<file path="src/rtl/param_execute.sv">
// Execute stage: single-cycle ALU, branch and compare ops, plus logical shifts
// resolved iteratively one bit per cycle, with stall hold, flush and compare flags.
module param_execute #(
  parameter int DATA_W     = 16,
  parameter int IMM_W      = 7,
  parameter int IDX_W      = 5,
  parameter int SIGNED_CMP = 0
) (
  input  logic              clk,
  input  logic              rst_n,
  input  logic              in_valid,
  output logic              ready_out,
  input  logic [3:0]        control_in,
  input  logic [IDX_W-1:0]  dest_index_in,
  input  logic [DATA_W-1:0] reg1_data,
  input  logic [DATA_W-1:0] reg2_data,
  input  logic [DATA_W-1:0] npc,
  input  logic [IMM_W-1:0]  immediate,
  input  logic              stall_in,
  input  logic              flush,
  output logic              out_valid,
  output logic [3:0]        control_out,
  output logic [IDX_W-1:0]  dest_index_out,
  output logic [DATA_W-1:0] result_out,
  output logic [DATA_W-1:0] output_reg,
  output logic [DATA_W-1:0] target,
  output logic              branch_taken,
  output logic              DEST_REG_WRITE_EN,
  output logic              ZF,
  output logic              GF,
  output logic              LF
);

  localparam int SH_W = $clog2(DATA_W);

  typedef enum logic [3:0] {
    OP_NOP    = 4'd0,
    OP_SUB    = 4'd1,
    OP_ADD    = 4'd2,
    OP_ADDI   = 4'd3,
    OP_SHLLI  = 4'd4,
    OP_SHRLI  = 4'd5,
    OP_JUMP   = 4'd6,
    OP_JUMPL  = 4'd7,
    OP_JUMPG  = 4'd8,
    OP_JUMPE  = 4'd9,
    OP_JUMPNE = 4'd10,
    OP_CMP    = 4'd11,
    OP_LOAD   = 4'd12,
    OP_LOADI  = 4'd13,
    OP_STORE  = 4'd14,
    OP_MOV    = 4'd15
  } op_e;

  typedef enum logic {
    S_IDLE  = 1'b0,
    S_SHIFT = 1'b1
  } state_e;

  state_e            state_q, state_d;
  logic [DATA_W-1:0] acc_q, acc_d;
  logic [SH_W-1:0]   cnt_q, cnt_d;
  logic              sh_left_q, sh_left_d;
  logic [IDX_W-1:0]  sh_dest_q, sh_dest_d;
  logic              valid_q, valid_d;
  logic [3:0]        ctrl_q, ctrl_d;
  logic [IDX_W-1:0]  dest_q, dest_d;
  logic [DATA_W-1:0] result_q, result_d;
  logic [DATA_W-1:0] oreg_q, oreg_d;
  logic [DATA_W-1:0] target_q, target_d;
  logic              taken_q, taken_d;
  logic              zf_q, zf_d, gf_q, gf_d, lf_q, lf_d;

  op_e               op_in;
  logic [DATA_W-1:0] imm_sext;
  logic [DATA_W-1:0] alu_res;
  logic [DATA_W-1:0] acc_shift;
  logic [SH_W-1:0]   shamt;
  logic              hold, accept;
  logic              is_shift_in, is_jump_in, multi_shift, last_shift;
  logic              cmp_eq, cmp_gt, cmp_lt;
  logic              jump_res;

  function automatic logic writes_reg(input logic [3:0] op);
    case (op_e'(op))
      OP_SUB, OP_ADD, OP_ADDI, OP_SHLLI, OP_SHRLI,
      OP_LOAD, OP_LOADI, OP_MOV: writes_reg = 1'b1;
      default:                   writes_reg = 1'b0;
    endcase
  endfunction

  assign op_in       = op_e'(control_in);
  assign imm_sext    = {{(DATA_W-IMM_W){immediate[IMM_W-1]}}, immediate};
  assign shamt       = immediate[SH_W-1:0];
  assign hold        = stall_in && valid_q;
  assign accept      = in_valid && ready_out && !flush;
  assign is_shift_in = (op_in == OP_SHLLI) || (op_in == OP_SHRLI);
  assign is_jump_in  = (op_in >= OP_JUMP) && (op_in <= OP_JUMPNE);
  assign multi_shift = is_shift_in && (shamt != '0);
  assign last_shift  = (cnt_q == SH_W'(1));
  assign acc_shift   = sh_left_q ? (acc_q << 1) : (acc_q >> 1);

  always_comb begin
    cmp_eq = (reg1_data == reg2_data);
    if (SIGNED_CMP != 0) begin
      cmp_gt = $signed(reg1_data) > $signed(reg2_data);
      cmp_lt = $signed(reg1_data) < $signed(reg2_data);
    end else begin
      cmp_gt = reg1_data > reg2_data;
      cmp_lt = reg1_data < reg2_data;
    end
  end

  // NOTE: every combinational output gets a default first so no path leaves it unassigned (no latch).
  always_comb begin
    alu_res = '0;
    case (op_in)
      OP_SUB, OP_CMP:            alu_res = reg1_data - reg2_data;
      OP_ADD:                    alu_res = reg1_data + reg2_data;
      OP_ADDI, OP_LOAD, OP_STORE: alu_res = reg1_data + imm_sext;
      OP_SHLLI:                  alu_res = reg1_data << shamt;
      OP_SHRLI:                  alu_res = reg1_data >> shamt;
      OP_MOV:                    alu_res = reg1_data;
      OP_LOADI:                  alu_res = imm_sext;
      default:                   alu_res = '0;
    endcase
  end

  // Conditional jumps resolve against the flags as they stood before this accept.
  always_comb begin
    jump_res = 1'b0;
    case (op_in)
      OP_JUMP:   jump_res = 1'b1;
      OP_JUMPL:  jump_res = lf_q;
      OP_JUMPG:  jump_res = gf_q;
      OP_JUMPE:  jump_res = zf_q;
      OP_JUMPNE: jump_res = !zf_q;
      default:   jump_res = 1'b0;
    endcase
  end

  // FSM state register.
  // NOTE: sequential state is written with non-blocking assignments only, so all flops sample together.
  always_ff @(posedge clk or negedge rst_n) begin
    if (!rst_n) state_q <= S_IDLE;
    else        state_q <= state_d;
  end

  // FSM next-state logic; flush wins over everything else.
  always_comb begin
    state_d = state_q;
    if (flush) begin
      state_d = S_IDLE;
    end else if (state_q == S_SHIFT) begin
      if (last_shift) state_d = S_IDLE;
    end else if (accept && multi_shift) begin
      state_d = S_SHIFT;
    end
  end

  // FSM outputs.
  always_comb begin
    ready_out         = rst_n && (state_q == S_IDLE) && !hold;
    DEST_REG_WRITE_EN = valid_q && writes_reg(ctrl_q);
  end

  // Datapath next-state: flush > stall hold > shift progress > accept > drain.
  always_comb begin
    acc_d     = acc_q;
    cnt_d     = cnt_q;
    sh_left_d = sh_left_q;
    sh_dest_d = sh_dest_q;
    valid_d   = valid_q;
    ctrl_d    = ctrl_q;
    dest_d    = dest_q;
    result_d  = result_q;
    oreg_d    = oreg_q;
    target_d  = target_q;
    taken_d   = taken_q;
    zf_d      = zf_q;
    gf_d      = gf_q;
    lf_d      = lf_q;
    if (flush) begin
      valid_d = 1'b0;
      taken_d = 1'b0;
    end else if (hold) begin
      valid_d = valid_q;
    end else if (state_q == S_SHIFT) begin
      acc_d = acc_shift;
      cnt_d = cnt_q - SH_W'(1);
      if (last_shift) begin
        valid_d  = 1'b1;
        ctrl_d   = sh_left_q ? OP_SHLLI : OP_SHRLI;
        dest_d   = sh_dest_q;
        result_d = acc_shift;
        oreg_d   = '0;
        target_d = '0;
        taken_d  = 1'b0;
      end
    end else if (accept && multi_shift) begin
      valid_d   = 1'b0;
      acc_d     = reg1_data;
      cnt_d     = shamt;
      sh_left_d = (op_in == OP_SHLLI);
      sh_dest_d = dest_index_in;
    end else if (accept) begin
      valid_d  = 1'b1;
      ctrl_d   = control_in;
      dest_d   = dest_index_in;
      result_d = alu_res;
      oreg_d   = (op_in == OP_STORE) ? reg2_data : '0;
      target_d = is_jump_in ? (npc + imm_sext) : '0;
      taken_d  = jump_res;
      if (op_in == OP_CMP) begin
        zf_d = cmp_eq;
        gf_d = cmp_gt;
        lf_d = cmp_lt;
      end
    end else begin
      valid_d = 1'b0;
    end
  end

  // NOTE: accumulator and count are reset too, so a reset mid-shift leaves no stale partial result.
  always_ff @(posedge clk or negedge rst_n) begin
    if (!rst_n) begin
      acc_q     <= '0;
      cnt_q     <= '0;
      sh_left_q <= 1'b0;
      sh_dest_q <= '0;
      valid_q   <= 1'b0;
      ctrl_q    <= '0;
      dest_q    <= '0;
      result_q  <= '0;
      oreg_q    <= '0;
      target_q  <= '0;
      taken_q   <= 1'b0;
      zf_q      <= 1'b0;
      gf_q      <= 1'b0;
      lf_q      <= 1'b0;
    end else begin
      acc_q     <= acc_d;
      cnt_q     <= cnt_d;
      sh_left_q <= sh_left_d;
      sh_dest_q <= sh_dest_d;
      valid_q   <= valid_d;
      ctrl_q    <= ctrl_d;
      dest_q    <= dest_d;
      result_q  <= result_d;
      oreg_q    <= oreg_d;
      target_q  <= target_d;
      taken_q   <= taken_d;
      zf_q      <= zf_d;
      gf_q      <= gf_d;
      lf_q      <= lf_d;
    end
  end

  assign out_valid      = valid_q;
  assign control_out    = ctrl_q;
  assign dest_index_out = dest_q;
  assign result_out     = result_q;
  assign output_reg     = oreg_q;
  assign target         = target_q;
  assign branch_taken   = taken_q;
  assign ZF             = zf_q;
  assign GF             = gf_q;
  assign LF             = lf_q;

endmodule

</file>
<file path="config.mk">
export PLATFORM = sky130hd
export DESIGN_NAME = param_execute
export DESIGN_NICKNAME = d
export VERILOG_FILES = /design/src/rtl/param_execute.sv
export SDC_FILE = /design/constraint.sdc
export NUM_CORES = 1
export LEC_CHECK = 0
export ABC_CLOCK_PERIOD_IN_PS = 2870
export CORE_MARGIN = 2
export CORE_UTILIZATION = 45
export CTS_CLUSTER_SIZE = 8
export DETAILED_ROUTE_END_ITERATION = 8
export DONT_BUFFER_PORTS = 1
export PLACE_DENSITY = 0.65
export SYNTH_ARGS = -nofsm -noshare
export SYNTH_HDL_FRONTEND = slang
export SYNTH_SLANG_ARGS = --single-unit
</file>
<file path="constraint.sdc">
create_clock -name clk -period 2.87 [get_ports clk]
set_clock_uncertainty 0.05 [all_clocks]
set_input_delay 0.861 -clock clk [delete_from_list [all_inputs] [get_ports clk]]
set_output_delay 0.861 -clock clk [all_outputs]
set_load 0.02 [all_outputs]
</file>
Yosys cells after proc, flatten, opt, wreduce, memory -nomap -nowiden
Memories as Yosys holds them, arrays and structs flattened.
Index checks and enable logic that the tools add are counted.
- $add $sub $neg: 5
- multipliers: 0
- div/mod/pow operators: 0
- magnitude comparators: 4
- eq/ne operators: 22
- shift operators: 2
- muxes and demuxes: 45
- bitwise operators: 4
- reduce and logical (&&, ||, !) cells: 25
- operators with widths (cell ; count):
    $mux 16 ; 16
    $pmux 16 s7 ; 1
    $add 16x16->16 ; 3
    $eq 4x4->1 const B ; 8
    $mux 4 ; 6
    $mux 5 ; 4
    $mux 1 ; 17
    $eq 16x16->1 ; 1
    $eq 4x3->1 const B ; 4
    $gt 16x16->1 ; 1
    $lt 16x16->1 ; 1
    $shl 16x4->16 ; 1
    $shr 16x4->16 ; 1
    $sub 16x16->16 ; 1
    $logic_and 1x1->1 ; 9
    $eq 4x1->1 const B ; 2
    $eq 4x2->1 const B ; 2
    $reduce_and 4->1 ; 2
    $reduce_and 6->1 ; 1
    $pmux 1 s5 ; 1
    $reduce_and 5->1 ; 1
    $ge 4x3->1 const B ; 1
    $le 4x4->1 const B ; 1
    $ne 2x2->1 const B ; 2
    other kinds (14) ; 20
- register bits: 89
- latch bits: 0
- memory bits (writable): 0
- bits in read-only memories: 16
- input bits: 69
- output and inout bits: 64
- logic and storage cells: 123
- memories kept: 1
- memory list (memory ; depth ; bits a word ; read ports ; clocked after Yosys merged registers in ; write ports ; RTL line ; source):
    (name not given) ; 16 ; 1 ; 1 ; 0 ; 0 ; 85 ; case (op_e'(op))

Longest topological paths before layout
Gate-level depths: netlist of the first run.
- depth in word-level cells: 10
- mapped depth: 15
- depth with buffers taken out: 13

Worst setup path after synthesis of the first run
No wires, ideal clock.
- kind: input-to-reg
- from: input control_in[3]
- to: register result_q[8] (netlist: result_out[8])
- library setup time: 149 ps
- arrival time: 3499 ps
- required time: 2671 ps
- slack: -828 ps
- stages: 14
- buffers on the path: 1
- cell sequence: clkbuf_1 -> nor2_1 -> a31oi_4 -> mux2_2 -> ha_1 -> inv_1 -> fa_1 -> nand3b_1 -> a21o_1 -> nand2_1 -> a21oi_1 -> xnor2_1 -> a2111oi_0 -> a221oi_1
- word-level cells in the longest chain between the ends: 6
- elaborated cells between the ends (all ways): 21
- classes of those cells: 11 x eq/ne; 4 x mux; 6 x reduce/logical
- ends and longest elaborated chain (item ; RTL line ; source):
    start, declared ; 13 ; input logic [3:0] control_in,
    $eq 4x4->1, or another cell as far along ; 117 ; case (op_in)
    $reduce_or 3->1, or another cell as far along ; 117 ;
    $pmux 16 s7 or $logic_and 1x1->1 (tied branches) ; 117, 99 ;
    $mux 16 or $logic_and 1x1->1 (tied branches) ; 206, 200 ;
    $mux 16 or $ne 2x2->1 (tied branches) ; - ;
    $mux 16 or $reduce_and 5->1 (tied branches) ; - ;
    end signal, assigned ; 249 ; result_q <= result_d;
    end, declared ; 68 ; logic [DATA_W-1:0] result_q, result_d;
Several ways; a longest one is shown, not always the timed one. The select of a mux whose other input is x is not followed.
A chain may end at the register's enable or synchronous reset.

Worst setup path after layout of the first run
- from: input control_in[2]
- to: register result_q[7] (netlist: result_out[7])
The elaborated chain is that of the path after synthesis.

==> summary.md, run 1 <==
| Metric | Value |
|---|---|
| Leakage power total | 4.55 nW |
| Tcrit/Tclk final | 1.08 |
| Inst Count DP | ~1,300 |
| Post-DP HPWL | roughly 21,000 um |
| Post-synthesis cell type count | 76 |
| Final TNS setup | -1.86 ns |
| Startpoint types | input port |
| Leading register cell type out of synthesis | dfrtp_1 |
| Mapped Nets | about 1,100 |
| # diodes | 0 |
| Most frequent cell after synthesis | nand2_1 |
| Largest area contributor in the netlist | dfrtp_1 |
| Area Growth Syn to Fin | 21.8% |
| Non-filler cells, final | roughly 1,300 |
| Max-cap violations | 0 |
| Violated checks | negative setup slack |
| FP Rows | just under 50 |
| 1st-iter DRT viols | roughly 700 |
| Critical path class | input port to flop |
| Avg Inst Size Synth | ~8.5 um2 |
| Post-synthesis sequential area ratio | 0.269 |
| PortBufs | 0 |
| CTS clk-pin slew, worst paths | 0.08 ns |
| Number of global-route vias before repair | ~8,000 |
| Netlist Area Pre-Place | about 0.0083 mm2 |
| Async set or reset register ratio after synthesis | 1.00 |
| Global-route wire length before repair | between 40,000 and 50,000 um |
| Crit path DAT | ~3.3 ns |
| Peak supply drop | roughly 0.36 mV |
| Die Ht | roughly 140 um |
| Most frequent cells after synthesis | nand2_1 (110), dfrtp_1 (89), nor2_1 (73) |
| Skew-Pair Late Insertion Delay | between 0.3 and 0.4 ns |
| Die area | 0.0195 mm2 |
| Gr usage total | 0.284 |
| Vias/cell | between 6 and 7 |
| Top cell type's share of synthesized area | 0.269 |
| # clock sinks | around 90 |
| Starting density of the core | 0.459 |
| Initial antenna violation count | 0 |
| P per Cell Area | roughly 450 mW/mm2 |
| Die width | approximately 140 um |
| RSZ-0062 raised after global routing | yes |
| Clock Tree Buf Depth | 2 |
| DRT Pass-1 Iters | 5 |
| Fmax | between 300 and 400 MHz |
| Crit path capture type | flop |
| Routed Antenna Nets | 0 |
| Worst Path Max Fanout | 16 |
| Vias | slightly above 8,000 |
| Core area | around 0.018 mm2 |
| Largest net degree at the start of global routing | 93 |
| Bufs and invs on worst path | 3 |
| Grt ovf | 0 |
| Final Net Count | 1,177 |
| Post-synth EDFFs | 0 |
| CP peak stage delay | around 0.32 ns |
| Cells after Synth | 970 |
| Worst-margin pin slew | about 1.1 ns |
| CP Cell Sequence | and3b_2, a31oi_4, buf_12, buf_4, mux2_4, ha_4, a211oi_4, buf_4, a31oi_4, xor2_1, a221o_1, a21oi_2, o221ai_2 |
| Share of post-route cells with drive strength above 1 | 0.239 |
| Post-route DRC violation count | 0 |
| Synth Register Bits | just under 90 |
| WL final | approximately 28,000 um |
| Routed len/inst | about 22 um |
| Status | finished with violations |
| Clock buffers created by TritonCTS | 9 |
| Crit path time final | between 3 and 4 ns |
| RD Place Congestion | ~1 |
| Clock Tree Root | clkbuf_16 |
| Slowest CP cell | a221o_1 |
| CTS tree | built |
| Dominant cells by area after synthesis | dfrtp_1 (27%), ha_1 (7.7%), mux2i_1 (7.1%), nand2_1 (5.0%), a21oi_1 (3.9%) |
| Final setup fails | 14 |
| Synth Warn # | 0 |
| Final hold violations | 0 |
| Crit path max-delay family | compound AO/OA/AOI/OAI gates |
| Num ports | around 130 |
| Max Slew Vio Count | 0 |
| Final WS setup | -0.235 ns |
| HP Class | input port to asynchronous set/reset pin |
| Critical Path RT | between 3 and 4 ns |
| Slew headroom | 0.257 |
| H-tree lvl count | 3 |
-- kinds of logic after synthesis --
family | synth area share
buffers and inverters | 0.0442
DFF | 0.269
muxes | 0.131
adders and majority gates | 0.0856
AOI/OAI and AO/OA | 0.268
xor gates and xnor gates | 0.0349
and+or+nand+nor | 0.167
-- repair_timing --
item | CTS | global route
cloned | 0 | 0
buffers inserted | 5 | 7
hold buffers | 0 | 0
pin swaps | 14 | 42
setup endpoints to repair | 14 | 14
resized for setup | 30 | 35
-- power breakdown --
part	switching [mW]	internal, mW	total [mW]
Combinational	0.767	0.786	1.55
Sequential	0.322	1.45	1.78
Clock	0.614	0.622	1.24
Total	1.70	2.86	4.56
-- worst paths after layout --
check | slack [ns] | depth (start not counted) | endpoint | startpoint
setup / recovery | -0.23 | 13 | result_out[7]$_DFFE_PN0P_ | control_in[2]
hold / removal | 0.13 | 0 | acc_q[5]$_DFFE_PN0P_ | rst_n
setup reg to reg | 0.25 | 9 | result_out[15]$_DFFE_PN0P_ | cnt_q[1]$_DFFE_PN0P_
hold reg to reg | 0.43 | 2 | sh_dest_q[3]$_DFFE_PN0P_ | sh_dest_q[3]$_DFFE_PN0P_
max in group asynchronous | 2.49 | 0 | output_reg[15]$_DFFE_PN0P_ | rst_n
min in group clk | 0.43 | 2 | sh_dest_q[3]$_DFFE_PN0P_ | sh_dest_q[3]$_DFFE_PN0P_
-- worst reg2reg max path: stages, from the launching register on --
cell	delay [ns]
dfrtp_1	0.40
inv_1	0.09
ha_1	0.14
nor3b_1	0.37
nand3_1	0.16
a21boi_4	0.19
nand2b_4	0.15
or4_1	0.53
nor4_2	0.29
a221oi_1	0.12
-- metal layers --
metal	up-vias	track usage	wire [um]
met1	3911	0.381	11700
met2	359	0.460	12900
li1	3817	-	-
met3	65	0.0630	2530
met5	-	0	0
met4	0	0.0900	825
-- placed cells by master, fill, tap and decap left out, drive strengths merged, types with 22 or more instances in the layout --
| cell | netlist | layout |
|---|---|---|
| nand2 | 110 | 110 |
| nor2 | 73 | 73 |
| mux2i | 59 | 59 |
| dfrtp | 89 | 89 |
| inv | 35 | 40 |
| o21ai | 66 | 66 |
| buf | 16 | 126 |
| a22o | 33 | 33 |
| a21o | 28 | 28 |
| ha | 51 | 51 |
| mux2 | 22 | 22 |
| a21oi | 66 | 66 |
-- cell type report --
class                   instances  area, um2
clock buffers                   9        225
clock inverters                 7       76.3
fillers                      1626       7950
inverters                      36        135
multi-input cells             792       6160
flip-flops and latches         89       2230
well taps                     229        287
repair buffers                126        970
-- per-stage QoR --
step                      area [um2]  hold slack [ns]  power (mW)  worst slack (ns)   util
after global placement          9280            0.408        3.14            -0.697  0.515
final                          10100            0.133        4.56            -0.235  0.559
after floorplan                 8420            0.395        2.79            -0.591      -
after global routing           10100            0.124        4.80            -0.319  0.559
after CTS                       9820            0.125        4.48            -0.173  0.545
after detailed placement        9280            0.421        3.17            -0.686  0.515
No activity file was read; power rests on OpenSTA's default activity.
==> inputs of run 2 (changes only) <==
- ABC_CLOCK_PERIOD_IN_PS: 2870 -> default
- CAP_MARGIN: default -> 20
==> summary.md, run 2 (synthesis gave the netlist of run 1 again) <==
| Metric | Value |
|---|---|
| Status | finished with violations (unchanged) |
| Violated checks | negative setup slack (unchanged) |
| Fmax | 322 MHz (about the same) |
| Number of global-route vias before repair | 7,980 (unchanged) |
| Die width | 140 um (unchanged) |
| Crit path capture type | flop (unchanged) |
| Fin util | 0.559 (about the same) |
| P per Cell Area | 453 mW/mm2 (about the same) |
| Critical Path RT | 3.04 ns (about the same) |
| Die Ht | 140 um (unchanged) |
| Starting density of the core | 0.459 (unchanged) |
| Vias | 8,142 (was 8,152) |
| Initial antenna violation count | 0 (unchanged) |
| Startpoint types | input port (unchanged) |
| HP Class | input port to asynchronous set/reset pin (unchanged) |
| Pre-CTS setup slack | -0.686 ns (unchanged) |
| Final TNS setup | -1.87 ns (was -1.86 ns) |
| Final setup fails | 14 (unchanged) |
| WL final | 28,000 um (about the same) |
| FP Rows | 49 (unchanged) |
| RR Endpoint | result_out[15]$_DFFE_PN0P_ (unchanged) |
| RD Place Congestion | 0.980 (unchanged) |
| R2R Setup Slk | 0.25 ns (about the same) |
| Post-DP HPWL | 20,700 um (unchanged) |
| Fillers | 1,623 (was 1,626) |
| Crit path time final | 3.11 ns (was 3.10 ns) |
| Leakage power total | 4.55 nW (about the same) |
| Largest net degree at the start of global routing | 93 (unchanged) |
| Hold buffer count at cts | 0 (unchanged) |
| Skew-Pair Late Insertion Delay | 0.36 ns (about the same) |
| FF/Latch Area | 0.00223 mm2 (unchanged) |
| Crit path DAT | 3.28 ns (was 3.27 ns) |
| Max Slew Vio Count | 0 (unchanged) |
| Post-route DRC violation count | 0 (unchanged) |
| 1st-iter DRT viols | 802 (was 698) |
| Clock Tree Root | clkbuf_16 (unchanged) |
| RSZ-0062 raised after global routing | yes (unchanged) |
| Num ports | 133 (unchanged) |
| Slew headroom | 0.455 (was 0.257) |
| Max-cap violations | 0 (unchanged) |
| Peak supply drop | 0.355 mV (was 0.356 mV) |
| Area of the multi-input gates | 0.00616 mm2 (unchanged) |
| Vias/cell | 6.32 (was 6.33) |
| DRT Pass-1 Iters | 5 (unchanged) |
| Clock buffers created by TritonCTS | 9 (unchanged) |
| Area Growth Syn to Fin | 21.9% (was 21.8%) |
| H-tree lvl count | 3 (unchanged) |
| CTS clk-pin slew, worst paths | 0.08 ns (about the same) |
| Grt ovf | 0 (unchanged) |
| Core area | 0.0180 mm2 (unchanged) |
| Final WS setup | -0.240 ns (was -0.235 ns) |
| Final hold violations | 0 (unchanged) |
| Global-route wire length before repair | 44,100 um (unchanged) |
| PortBufs | 0 (unchanged) |
| Launching point of the worst reg2reg path | cnt_q[1]$_DFFE_PN0P_ (unchanged) |
| Tcrit/Tclk final | 1.08 (about the same) |
| Gr usage total | 0.284 (unchanged) |
| Clock Tree Buf Depth | 2 (unchanged) |
| Critical path class | input port to flop (unchanged) |
| Most common cell after layout, fill and taps aside | buf_4 (unchanged) |
| CTS tree | built (unchanged) |
| # diodes | 0 (unchanged) |
| Worst Path Max Fanout | 16 (unchanged) |
| FF-to-FF path depth | 9 (unchanged) |
| Routed Antenna Nets | 0 (unchanged) |
| Die area | 0.0195 mm2 (unchanged) |
| Routed len/inst | 21.7 um (was 21.8 um) |
| Share of post-route cells with drive strength above 1 | 0.240 (was 0.239) |
| # clock sinks | 89 (unchanged) |
| Worst-margin pin slew | 0.809 ns (was 1.11 ns) |
| Most frequent cells in the layout | buf_4 (123), nand2_1 (108), dfrtp_1 (89) (was buf_4 (122), nand2_1 (108), dfrtp_1 (89)) |
| Final Net Count | 1,178 (was 1,177) |
==> run 2: changes by cell type in the layout (fill, tap and decap cells not counted) <==
cell	delta
buf_4	+1
==> run 2: repair_timing <==
action                     CTS  global route
gates resized for setup     30            35
buffers inserted             5             7
setup endpoints to repair   14            14
pin swaps                   14            42
gates cloned                 0             0
==> run 2: final cells by class <==
cell class / count / area share
Clock inverter: 7 / 0.00757
Inverter: 36 / 0.0134
Timing Repair Buffer: 127 / 0.0969
Clock buffer: 9 / 0.0223
Sequential cell: 89 / 0.221
Tap cell: 229 / 0.0284
Multi-Input combinational cell: 792 / 0.611
==> run 2: worst max path at each step <==
| stage | startpoint | endpoint | slack, ns | depth (start not counted) |
|---|---|---|---|---|
| floorplan | control_in[3] | result_out[8]$_DFFE_PN0P_ | -0.59 | 14 |
| global placement | control_in[2] | result_out[2]$_DFFE_PN0P_ | -0.70 | 12 |
| detailed placement | control_in[2] | result_out[2]$_DFFE_PN0P_ | -0.69 | 12 |
| CTS | control_in[2] | result_out[8]$_DFFE_PN0P_ | -0.17 | 14 |
| global route | control_in[2] | result_out[8]$_DFFE_PN0P_ | -0.32 | 15 |
| finish | control_in[2] | result_out[7]$_DFFE_PN0P_ | -0.24 | 13 |
==> run 2: routing by layer <==
layer  up-vias  routed length, um  global-route usage
met2       348              12900               0.460
met4         0                797              0.0900
met3        63               2470              0.0630
met5         -                  0                   0
li1       3816                  -                   -
met1      3915              11800               0.381
==> run 2: power breakdown <==
group | switching (mW) | internal, mW | total (mW)
Combinational | 0.767 | 0.787 | 1.55
Sequential | 0.322 | 1.45 | 1.77
Clock | 0.615 | 0.622 | 1.24
Total | 1.70 | 2.86 | 4.57
==> run 2: per-stage QoR <==
stage / power, mW / area [um2] / hold WS [ns] / cells
5_1_grt: 4.80 / 10100 / 0.124 / 1289
2_1_floorplan: 2.79 / 8420 / 0.395 / 970
6_report: 4.57 / 10100 / 0.134 / 1289
3_5_place_dp: 3.17 / 9280 / 0.421 / 1260
4_1_cts: 4.48 / 9820 / 0.125 / 1281
3_3_place_gp: 3.14 / 9280 / 0.408 / 1260
==> run 2: worst max-delay path: stages <==
cell      delay [ns]
and3b_2         0.22
a31oi_4         0.17
buf_12          0.14
buf_4           0.11
mux2_4          0.30
ha_4            0.19
a211oi_4        0.27
buf_4           0.18
a31oi_4         0.12
xor2_1          0.17
a221o_1         0.32
a21oi_2         0.13
o221ai_2        0.10
